==> src/rtl/ac_pkg.sv <==
// ac_pkg: shared constants, walk-step encoding and FSM states for the autoconfig initiator
package ac_pkg;
   localparam logic [7:0] AC_BASE     = 8'hFF;
   localparam logic [1:0] Z3_TYPE     = 2'b10;
   localparam logic [7:0] OFF_TYPE_HI = 8'h00;
   localparam logic [7:0] OFF_TYPE_LO = 8'h02;
   localparam logic [7:0] OFF_PROD_HI = 8'h04;
   localparam logic [7:0] OFF_PROD_LO = 8'h06;
   localparam logic [7:0] OFF_MFG_0   = 8'h10;
   localparam logic [7:0] OFF_MFG_1   = 8'h12;
   localparam logic [7:0] OFF_MFG_2   = 8'h14;
   localparam logic [7:0] OFF_MFG_3   = 8'h16;
   localparam logic [7:0] OFF_BASE    = 8'h44;
   localparam logic [7:0] OFF_COMMIT  = 8'h48;
   localparam logic [7:0] OFF_SHUTUP  = 8'h4C;
   localparam logic [3:0] STEP_LAST_READ = 4'd7;
   localparam logic [3:0] STEP_BASE      = 4'd8;
   localparam logic [3:0] STEP_COMMIT    = 4'd9;
   localparam logic [3:0] STEP_SHUTUP    = 4'd10;
   typedef enum logic [3:0] {IDLE, CYC_START, CYC_WAIT, CYC_GAP, NEXT_REG, ASSIGN, SHUTUP, REPORT, FINISH} state_t;
   function automatic logic [7:0] step_offset(input logic [3:0] step);
      case (step)
         4'd0:        return OFF_TYPE_HI;
         4'd1:        return OFF_TYPE_LO;
         4'd2:        return OFF_PROD_HI;
         4'd3:        return OFF_PROD_LO;
         4'd4:        return OFF_MFG_0;
         4'd5:        return OFF_MFG_1;
         4'd6:        return OFF_MFG_2;
         4'd7:        return OFF_MFG_3;
         STEP_BASE:   return OFF_BASE;
         STEP_COMMIT: return OFF_COMMIT;
         default:     return OFF_SHUTUP;
      endcase
   endfunction
endpackage

==> src/rtl/ac_configurator_if.sv <==
// ac_configurator_if: 68040-side autoconfig bus between initiator and responder chain
interface ac_configurator_if;
   logic [31:1] A;
   logic        nTS;
   logic        nTIP;
   logic        RnW;
   logic        AUTOCONFIG_SPACE;
   logic [3:0]  DOUT;
   logic [3:0]  DIN;
   logic        nAC_TA;
   modport master (output A, nTS, nTIP, RnW, AUTOCONFIG_SPACE, DOUT, input DIN, nAC_TA);
   modport slave  (input A, nTS, nTIP, RnW, AUTOCONFIG_SPACE, DOUT, output DIN, nAC_TA);
endinterface

==> src/rtl/ac_bus_cycle.sv <==
// ac_bus_cycle: runs one autoconfig bus cycle (nTS/nTIP sequencing, TA sampling, timeout, DIN capture)
module ac_bus_cycle
   import ac_pkg::*;
#(
   parameter int TIMEOUT = 15
) (
   input  logic       clk,
   input  logic       rst,
   input  logic       go,
   input  logic [7:0] offset,
   input  logic       rnw,
   input  logic [3:0] wdata,
   output logic       done,
   output logic       timeout,
   output logic [3:0] rdata,
   ac_configurator_if.master bus
);
   localparam int CW = $clog2(TIMEOUT + 1);
   logic [CW-1:0] cnt;
   // nTS low for the first cycle only; from then on TA is sampled until acknowledged or timed out
   always_ff @(posedge clk or posedge rst) begin
      if (rst) begin
         bus.A                <= '0;
         bus.nTS              <= 1'b1;
         bus.nTIP             <= 1'b1;
         bus.RnW              <= 1'b1;
         bus.AUTOCONFIG_SPACE <= 1'b0;
         bus.DOUT             <= '0;
         done                 <= 1'b0;
         timeout              <= 1'b0;
         rdata                <= '0;
         cnt                  <= '0;
      end else begin
         done    <= 1'b0;
         timeout <= 1'b0;
         if (bus.nTIP) begin
            if (go) begin
               bus.A                <= {AC_BASE, 16'h0, offset[7:1]};
               bus.RnW              <= rnw;
               bus.DOUT             <= wdata;
               bus.nTS              <= 1'b0;
               bus.nTIP             <= 1'b0;
               bus.AUTOCONFIG_SPACE <= 1'b1;
               cnt                  <= '0;
            end
         end else if (!bus.nTS) begin
            bus.nTS <= 1'b1;
         end else if (!bus.nAC_TA || cnt == CW'(TIMEOUT - 1)) begin
            bus.nTIP             <= 1'b1;
            bus.AUTOCONFIG_SPACE <= 1'b0;
            done                 <= !bus.nAC_TA;
            timeout              <= bus.nAC_TA;
            if (!bus.nAC_TA && bus.RnW) rdata <= bus.DIN;
         end else begin
            cnt <= cnt + 1'b1;
         end
      end
   end
endmodule

==> src/rtl/ac_configurator.sv <==
// ac_configurator: walks the Zorro III autoconfig chain, reads IDs and assigns 256 MB base nibbles
module ac_configurator
   import ac_pkg::*;
#(
   parameter logic [3:0] BASE_FIRST = 4'h8,
   parameter logic [3:0] BASE_LAST  = 4'hB,
   parameter int         MAX_BOARDS = 8,
   parameter int         TIMEOUT    = 15
) (
   input  logic        CLK40,
   input  logic        RESET,
   input  logic        START,
   ac_configurator_if.master bus,
   output logic        BUSY,
   output logic        DONE,
   output logic        ERR,
   output logic [3:0]  BOARD_COUNT,
   output logic        ID_VALID,
   output logic [7:0]  ID_TYPE,
   output logic [7:0]  ID_PRODUCT,
   output logic [15:0] ID_MFG,
   output logic [3:0]  ID_BASE
);
   state_t      state, nxt;
   logic [3:0]  step;
   logic [3:0]  processed;
   logic [4:0]  next_base;
   logic [31:0] sr;
   logic        tmo;
   logic        cyc_done, cyc_tmo;
   logic [3:0]  cyc_rdata;
   ac_bus_cycle #(.TIMEOUT(TIMEOUT)) u_cyc (
      .clk     (CLK40),
      .rst     (RESET),
      .go      (state == CYC_START),
      .offset  (step_offset(step)),
      .rnw     (step <= STEP_LAST_READ),
      .wdata   (step == STEP_BASE ? next_base[3:0] : 4'h0),
      .done    (cyc_done),
      .timeout (cyc_tmo),
      .rdata   (cyc_rdata),
      .bus     (bus)
   );
   // state register
   always_ff @(posedge CLK40 or posedge RESET) begin
      if (RESET) state <= IDLE;
      else       state <= nxt;
   end
   // sequence position decides where each finished bus cycle leads
   always_comb begin
      nxt = state;
      case (state)
         IDLE:                     nxt = START ? CYC_START : IDLE;
         CYC_START:                nxt = CYC_WAIT;
         CYC_WAIT:                 nxt = (cyc_done || cyc_tmo) ? CYC_GAP : CYC_WAIT;
         CYC_GAP:                  nxt = tmo ? FINISH :
                                         (step == 4'd1 && sr[7:6] != Z3_TYPE) ? FINISH :
                                         step == STEP_LAST_READ ? (next_base <= {1'b0, BASE_LAST} ? ASSIGN : SHUTUP) :
                                         step >= STEP_COMMIT ? REPORT : NEXT_REG;
         NEXT_REG, ASSIGN, SHUTUP: nxt = CYC_START;
         REPORT:                   nxt = processed == 4'(MAX_BOARDS - 1) ? FINISH : CYC_START;
         FINISH:                   nxt = IDLE;
         default:                  nxt = IDLE;
      endcase
   end
   // walk bookkeeping: ID assembly, base allocation, board counting and status flags
   always_ff @(posedge CLK40 or posedge RESET) begin
      if (RESET) begin
         BUSY        <= 1'b0;
         DONE        <= 1'b0;
         ERR         <= 1'b0;
         BOARD_COUNT <= '0;
         ID_VALID    <= 1'b0;
         ID_TYPE     <= '0;
         ID_PRODUCT  <= '0;
         ID_MFG      <= '0;
         ID_BASE     <= '0;
         next_base   <= {1'b0, BASE_FIRST};
         step        <= '0;
         processed   <= '0;
         sr          <= '0;
         tmo         <= 1'b0;
      end else begin
         ID_VALID <= 1'b0;
         case (state)
            IDLE: if (START) begin
               BUSY        <= 1'b1;
               DONE        <= 1'b0;
               ERR         <= 1'b0;
               BOARD_COUNT <= '0;
               next_base   <= {1'b0, BASE_FIRST};
               step        <= '0;
               processed   <= '0;
            end
            CYC_WAIT: if (cyc_done || cyc_tmo) begin
               tmo <= cyc_tmo;
               if (cyc_done && step <= STEP_LAST_READ) sr <= {sr[27:0], step < 4'd2 ? cyc_rdata : ~cyc_rdata};
            end
            NEXT_REG: step <= step + 1'b1;
            ASSIGN:   step <= STEP_BASE;
            SHUTUP:   step <= STEP_SHUTUP;
            REPORT: begin
               ID_VALID   <= 1'b1;
               ID_TYPE    <= sr[31:24];
               ID_PRODUCT <= sr[23:16];
               ID_MFG     <= sr[15:0];
               ID_BASE    <= step == STEP_SHUTUP ? 4'h0 : next_base[3:0];
               if (step != STEP_SHUTUP) begin
                  BOARD_COUNT <= BOARD_COUNT + 1'b1;
                  next_base   <= next_base + 1'b1;
               end
               processed <= processed + 1'b1;
               step      <= '0;
            end
            FINISH: begin
               DONE <= 1'b1;
               BUSY <= 1'b0;
               ERR  <= tmo && step != 4'd0;
            end
            default: ;
         endcase
      end
   end
endmodule
==> src/flat_wrapper.sv <==
// flat-port wrapper written by rule: the top's interface ports become plain ports
module ac_configurator_flat import ac_pkg::*;
#(
   parameter logic [3:0] BASE_FIRST = 4'h8,
   parameter logic [3:0] BASE_LAST  = 4'hB,
   parameter int         MAX_BOARDS = 8,
   parameter int         TIMEOUT    = 15
)
  (CLK40, RESET, START, BUSY, DONE, ERR, BOARD_COUNT, ID_VALID, ID_TYPE, ID_PRODUCT, ID_MFG, ID_BASE, bus_A, bus_nTS, bus_nTIP, bus_RnW, bus_AUTOCONFIG_SPACE, bus_DOUT, bus_DIN, bus_nAC_TA);
  ac_configurator_if bus_i ();
  input  logic CLK40;
  input  logic RESET;
  input  logic START;
  output logic BUSY;
  output logic DONE;
  output logic ERR;
  output logic [3:0] BOARD_COUNT;
  output logic ID_VALID;
  output logic [7:0] ID_TYPE;
  output logic [7:0] ID_PRODUCT;
  output logic [15:0] ID_MFG;
  output logic [3:0] ID_BASE;
  output wire logic [$bits(bus_i.A)-1:0] bus_A;
  output wire logic [$bits(bus_i.nTS)-1:0] bus_nTS;
  output wire logic [$bits(bus_i.nTIP)-1:0] bus_nTIP;
  output wire logic [$bits(bus_i.RnW)-1:0] bus_RnW;
  output wire logic [$bits(bus_i.AUTOCONFIG_SPACE)-1:0] bus_AUTOCONFIG_SPACE;
  output wire logic [$bits(bus_i.DOUT)-1:0] bus_DOUT;
  input wire logic [$bits(bus_i.DIN)-1:0] bus_DIN;
  input wire logic [$bits(bus_i.nAC_TA)-1:0] bus_nAC_TA;
  assign bus_A = bus_i.A;
  assign bus_nTS = bus_i.nTS;
  assign bus_nTIP = bus_i.nTIP;
  assign bus_RnW = bus_i.RnW;
  assign bus_AUTOCONFIG_SPACE = bus_i.AUTOCONFIG_SPACE;
  assign bus_DOUT = bus_i.DOUT;
  assign bus_i.DIN = bus_DIN;
  assign bus_i.nAC_TA = bus_nAC_TA;
  ac_configurator #(.BASE_FIRST(BASE_FIRST), .BASE_LAST(BASE_LAST), .MAX_BOARDS(MAX_BOARDS), .TIMEOUT(TIMEOUT)) u_core (.CLK40(CLK40), .RESET(RESET), .START(START), .bus(bus_i), .BUSY(BUSY), .DONE(DONE), .ERR(ERR), .BOARD_COUNT(BOARD_COUNT), .ID_VALID(ID_VALID), .ID_TYPE(ID_TYPE), .ID_PRODUCT(ID_PRODUCT), .ID_MFG(ID_MFG), .ID_BASE(ID_BASE));
endmodule
==> config.mk <==
export PLATFORM = sky130hd
export DESIGN_NAME = ac_configurator_flat
export DESIGN_NICKNAME = d
export VERILOG_FILES = /design/src/rtl/ac_pkg.sv /design/src/rtl/ac_configurator_if.sv /design/src/rtl/ac_bus_cycle.sv /design/src/rtl/ac_configurator.sv /design/src/flat_wrapper.sv
export SDC_FILE = /design/constraint.sdc
export NUM_CORES = 1
export LEC_CHECK = 0
export ABC_CLOCK_PERIOD_IN_PS = 4000
export CAP_MARGIN = 0
export CORE_MARGIN = 2
export CORE_UTILIZATION = 45
export DETAILED_ROUTE_END_ITERATION = 10
export PLACE_DENSITY = 0.8
export SLEW_MARGIN = 0
export SYNTH_ARGS = -nofsm -noshare
export SYNTH_HDL_FRONTEND = slang
export SYNTH_HIERARCHICAL = 1
export SYNTH_SLANG_ARGS = --single-unit
==> constraint.sdc <==
create_clock -name CLK40 -period 4 [get_ports CLK40]
set_input_delay 0.8 -clock CLK40 [delete_from_list [all_inputs] [get_ports CLK40]]
set_output_delay 0.8 -clock CLK40 [all_outputs]
set_load 0.02 [all_outputs]
## Word-level counts from Yosys, hierarchy flattened

Memory sizes are Yosys's and may differ from the RTL's. A register that Yosys moved wholly into a read port is not among the register bits.
Index checks and enable logic that the tools add are counted.

- Bits in registers: 120
- Bits in read-only memories: 80
- Output and inout port bits: 83
- Word-level logic and storage cells: 128
- Memories: 1

- Add/sub/neg operators: 5
- $lt $le $gt $ge: 4
- Equal/unequal tests: 20
- Multiplexer cells: 46
- Bitwise gates (word level): 2
- Reduce and logical (&&, ||, !) cells: 25

Memory list:

| memory | words | bits a word | read ports | clocked after Yosys merged registers in | write ports | RTL line | source |
|---|---|---|---|---|---|---|---|
| (name not given) | 16 | 5 | 1 | 1 | 0 | ac_pkg.sv:22 | `case (step)` |

Operators by type and width:

| kind | count |
|---|---|
| $mux 4 | 13 |
| $eq 4x3->1 const B | 6 |
| $pmux 4 s6 | 1 |
| $mux 1 | 21 |
| $pmux 4 s5 | 1 |
| $add 4x1->4 const B | 4 |
| $eq 4x4->1 const B | 4 |
| $pmux 4 s2 | 2 |
| $reduce_and 3->1 | 4 |
| $mux 5 | 2 |
| $pmux 5 s2 | 1 |
| $reduce_and 2->1 | 5 |
| $eq 4x1->1 const B | 2 |
| $eq 4x2->1 const B | 2 |
| $reduce_bool 2->1 | 4 |
| $ne 2x2->1 const B | 3 |
| $pmux 1 s2 | 3 |
| $add 5x1->5 const B | 1 |
| $le 5x4->1 const B | 1 |
| $reduce_bool 5->1 | 1 |
| $ge 4x4->1 const B | 1 |
| $le 4x3->1 const B | 1 |
| $logic_and 1x1->1 | 4 |
| $logic_not 4->1 | 1 |
| 11 further kinds | 14 |

## Depth between registers and ports, before layout

- Depth in word-level cells: 6
- Mapped depth: 7
- Gate-level depth less buffers: 6

## By module

Netlist, hierarchy kept.

By module, submodules not included:

| module | times used | cells an instance | area an instance (µm²) | sequential area each (µm²) |
|---|---|---|---|---|
| ac_configurator | 1 | 370 | 4122.7 | 2353.5 |
| ac_bus_cycle | 1 | 104 | 1303.8 | 654.4 |

## Worst setup path after synthesis

No wires, ideal clock.

- Kind: register to register
- Start: register u_core.state[2]
- End: register u_core.u_cyc.bus.A[1]
- Library setup time: 0.125 ns
- Arrival time: 1.534 ns
- Required time: 3.875 ns
- Slack: 2.341 ns
- Cell stages (with the launch flop): 6
- Path buffers: 2
- Period minus slack after synthesis: 1.659 ns
- Cell sequence: dfrtp_1 -> buf_2 -> nor4b_1 -> nand2_2 -> buf_2 -> mux2_2

- Cells in the longest elaborated chain, start to end: 2

RTL lines:

| item | RTL line | source |
|---|---|---|
| start, declared | ac_configurator.sv:24 | `state_t state, nxt;` |
| start signal, assigned | ac_configurator.sv:47 | `else state <= nxt;` |
| $eq 4x1->1 | ac_configurator.sv:35 | `.go (state == CYC_START),` |
| $reduce_and 2->1 (no source line) | - |  |
| end, declared | ac_configurator_if.sv:11 | `modport master (output A, nTS, nTIP, RnW, AUTOCONFIG_SPACE, DOUT, input DIN, nAC_TA);` |

No other way between the ends.
A chain may end at the register's enable or synchronous reset.

## Worst setup path after layout

- Start: register u_core.u_cyc.bus.nTIP
- End: output port bus_nTIP

RTL lines:

| item | RTL line | source |
|---|---|---|
| start, declared | ac_configurator_if.sv:11 |  |
| start signal, assigned | ac_bus_cycle.sv:25 | `bus.nTIP <= 1'b1;` |
| start signal, assigned | ac_bus_cycle.sv:42 | `bus.nTIP <= 1'b0;` |
| start signal, assigned | ac_bus_cycle.sv:49 | `bus.nTIP <= 1'b1;` |
| end, declared | flat_wrapper.sv:25 | `output wire logic [$bits(bus_i.nTIP)-1:0] bus_nTIP;` |

No word-level cell between the ends.

==> reports/metrics.yaml <==
seq_area_mm2: 0.003008
max_cap_viol_count: 0
post-dp-hpwl_mm: 6.875
multi_input_area_mm2: 0.002126
synthCells: 474
critical_path_class: "register to output port"
synth_edf_count: 0
async_flop_share_pct: 100.0
antenna_cells: 0
tns_ns: 0
stdcell_area_mm2: 0.006760
worstSetupEndpointType: "output port"
fin_cells: 702
clk_latency_ns: 0.40
cp_num_buf_inv: 1
critPathMaxStageDelay_ns: 0.63
grt_use_met3_pct: 5.473
grt_use_met1_pct: 22.48
arrival_ns: 1.66
ir_drop_uv: 365.4
die_w_um: 113.8
start_util_pct: 45.56
synth.cell_area_mm2: 0.005426
die_h_um: 113.8
htree_levels: 4
coreArea_mm2: 0.01191
routed_via_density: 5.031
tightest_slew_ns: 0.9363
grt_antenna_before_repair: 0
status: "completed"
synth.distinct_cells: 57
cts_root_buffer: "clkbuf_16"
cp_max_fo: 9
final_hold_viol_count: 0
finalSetupViolCount: 0
critPathTopFamily: "buffers and inverters"
row_count: 40
grt_pass1_vias: 3488
synth-seq-cells: 120
drc: 0
synth_top_area_share_pct: 53.49
die_area_mm2: 0.01295
clock.fmax_mhz: 407.1
hp-class: "register to register"
synthTopCellsByArea: "dfrtp_1 (53%), nand2_1 (8.3%), mux2_4 (6.1%), mux2_2 (5.0%), buf_4 (3.2%)"
cts_buffers: 17
clk_pin_slew_ns: 0.06
timing.final.crit_share_pct: 61.40
period_needed_ns: 2.456
cts_tree: "yes"
start_kind: "register"
nNetsFinal: 561
ys.flop_type: "dfrtp_1"
cts-resized-gates: 0
worstPathCellList: "clkdlybuf4s50_1"
p_leak_nw: 3.369
slew_violations: 0
fillers: 980
cts_hold_buf: 0
use_met2_pct: 26.43
post_cts_buffers: 0
synth.avg_cell_area_um2: 11.45
top_usage_layer: "met2"
place_ws_ns: 1.744
cpMaxStageDelayCell: "clkdlybuf4s50_1"
max_slew_margin_pct: 37.51
grt_max_degree: 71
grt_use_total_pct: 16.85
clockBufferDepth: 2
cts_num_sinks: 120
place_area_mm2: 0.006136
ys_seq_area_share_pct: 55.43
grt_pass1_wl_mm: 17.20
vias: 3532
wl_per_cell_um: 14.52
dpl.cell_count: 670
rsz0062_at_grt: "false"
ioPinCount: 91
areaGrowthSynthToFinish_pct: 24.58
drtAntennaViolNets: 0
fin_util_pct: 56.75
ys_warn_count: 6
yosysTopAreaCell: "dfrtp_1"
routed_wirelength_mm: 10.19
p_per_area_mw_per_mm2: 669.6
worst_ep_required_time_ns: 3.20
fin_worst_skew_ns: 0.008842
finalWorstSetupSlack_ns: 1.544
io_buffers: 74
first_iter_violations: 207
place.gp.congestion: 0.7916
grt-ovfl-total: 0
layout-drive-gt1-share_pct: 17.30
drt_pass1_iterations: 4
-- layout make-up --
cell class / count / area share [%]
sequential: 120 / 44.49
multi-input combinational: 313 / 31.45
timing repair buffer: 78 / 11.40
clock buffer: 20 / 6.607
tap: 147 / 2.721
clock inverter: 12 / 2.628
inverter: 12 / 0.7033
-- where the power goes --
group | internal [mW] | switching [mW] | total, mW
sequential | 1.49 | 0.266 | 1.76
combinational | 0.582 | 0.605 | 1.19
clock | 1.06 | 0.526 | 1.58
-- cell families after synthesis --
kind of cell	count (synthesis)	share of synthesized area (%)
flip-flops	120	55.43
buffers and inverters	57	6.502
AND/OR/NAND/NOR	182	16.30
multiplexers	49	11.62
adder cells (fa/ha/maj)	11	2.536
AO/OA/AOI/OAI	43	5.857
XOR/XNOR	10	1.614
other	2	0.1384
-- metal layers --
metal,vias up,routed length (um)
met5,-,0
met4,0,97
met3,10,442
met2,85,4933
met1,1746,4719
li1,1691,-
-- metrics by stage --
stage               power [mW]  hold WS [ns]
floorplan                2.573        0.4331
global placement         2.922        0.4474
detailed placement       2.963        0.4610
CTS                      4.573        0.4766
global route             4.769        0.5011
finish                   4.527        0.4757
-- tightest hold or removal path, delay by kind of cell (launching register included) --
kind          cells  cell delay [ns]
flops             1             0.34
simple gates      2             0.10
-- cells in the mapped netlist (7+ instances only) --
library cell,n
nor2_1,12
a22o_1,7
and3_1,8
buf_2,12
dfrtp_1,116
buf_4,23
ha_1,11
inv_1,12
mux2_4,22
nand3_1,9
o21ai_0,11
nand2_1,120
xor2_1,9
mux2_2,24
-- placed cells by master (no fill, tap or decap), drive strengths merged, types with 11 or more instances in the layout --
master | netlist | final
nand2 | 121 | 121
dfrtp | 116 | 116
clkdlybuf4s50 | 0 | 74
mux2 | 46 | 46
clkbuf | 5 | 20
conb | 2 | 18
nor2 | 13 | 13
inv | 12 | 12
o21ai | 11 | 11
ha | 11 | 11
nand3 | 11 | 11
-- registers in the layout (all words and copies together), names as in the netlist, 4 cells and up --
| signal | cells |
|---|---|
| u_core/ID_BASE | 4 |
| u_core/BOARD_COUNT | 4 |
| u_core/u_cyc/rdata | 4 |
| u_core/ID_MFG | 16 |
| u_core/state | 4 |
| u_core/processed | 4 |
| u_core/ID_TYPE | 8 |
| u_core/next_base | 5 |
| u_core/step | 4 |
| u_core/u_cyc/cnt | 4 |
| u_core/sr | 32 |
| u_core/u_cyc/bus.A | 8 |
| u_core/ID_PRODUCT | 8 |
| u_core/u_cyc/bus.DOUT | 4 |
-- path summary, 6_finish.rpt --
kind	from	end	slack, ns	cells after the start
setup / recovery	u_core/u_cyc/bus.nTIP$_DFF_PP1_	bus_nTIP	1.54	1
hold / removal	u_core/sr[30]$_DFFE_PP0P_	u_core/ID_TYPE[6]$_DFFE_PP0P_	0.48	2
setup reg to reg	u_core/state[3]$_DFF_PP0_	u_core/sr[9]$_DFFE_PP0P_	1.92	3
max in group asynchronous	RESET	u_core/ID_MFG[14]$_DFFE_PP0P_	2.30	3
hold reg to reg	u_core/sr[30]$_DFFE_PP0P_	u_core/ID_TYPE[6]$_DFFE_PP0P_	0.48	2
min in group asynchronous	RESET	u_core/sr[3]$_DFFE_PP0P_	0.97	2
Note: power is estimated with default switching activity, not from simulation.
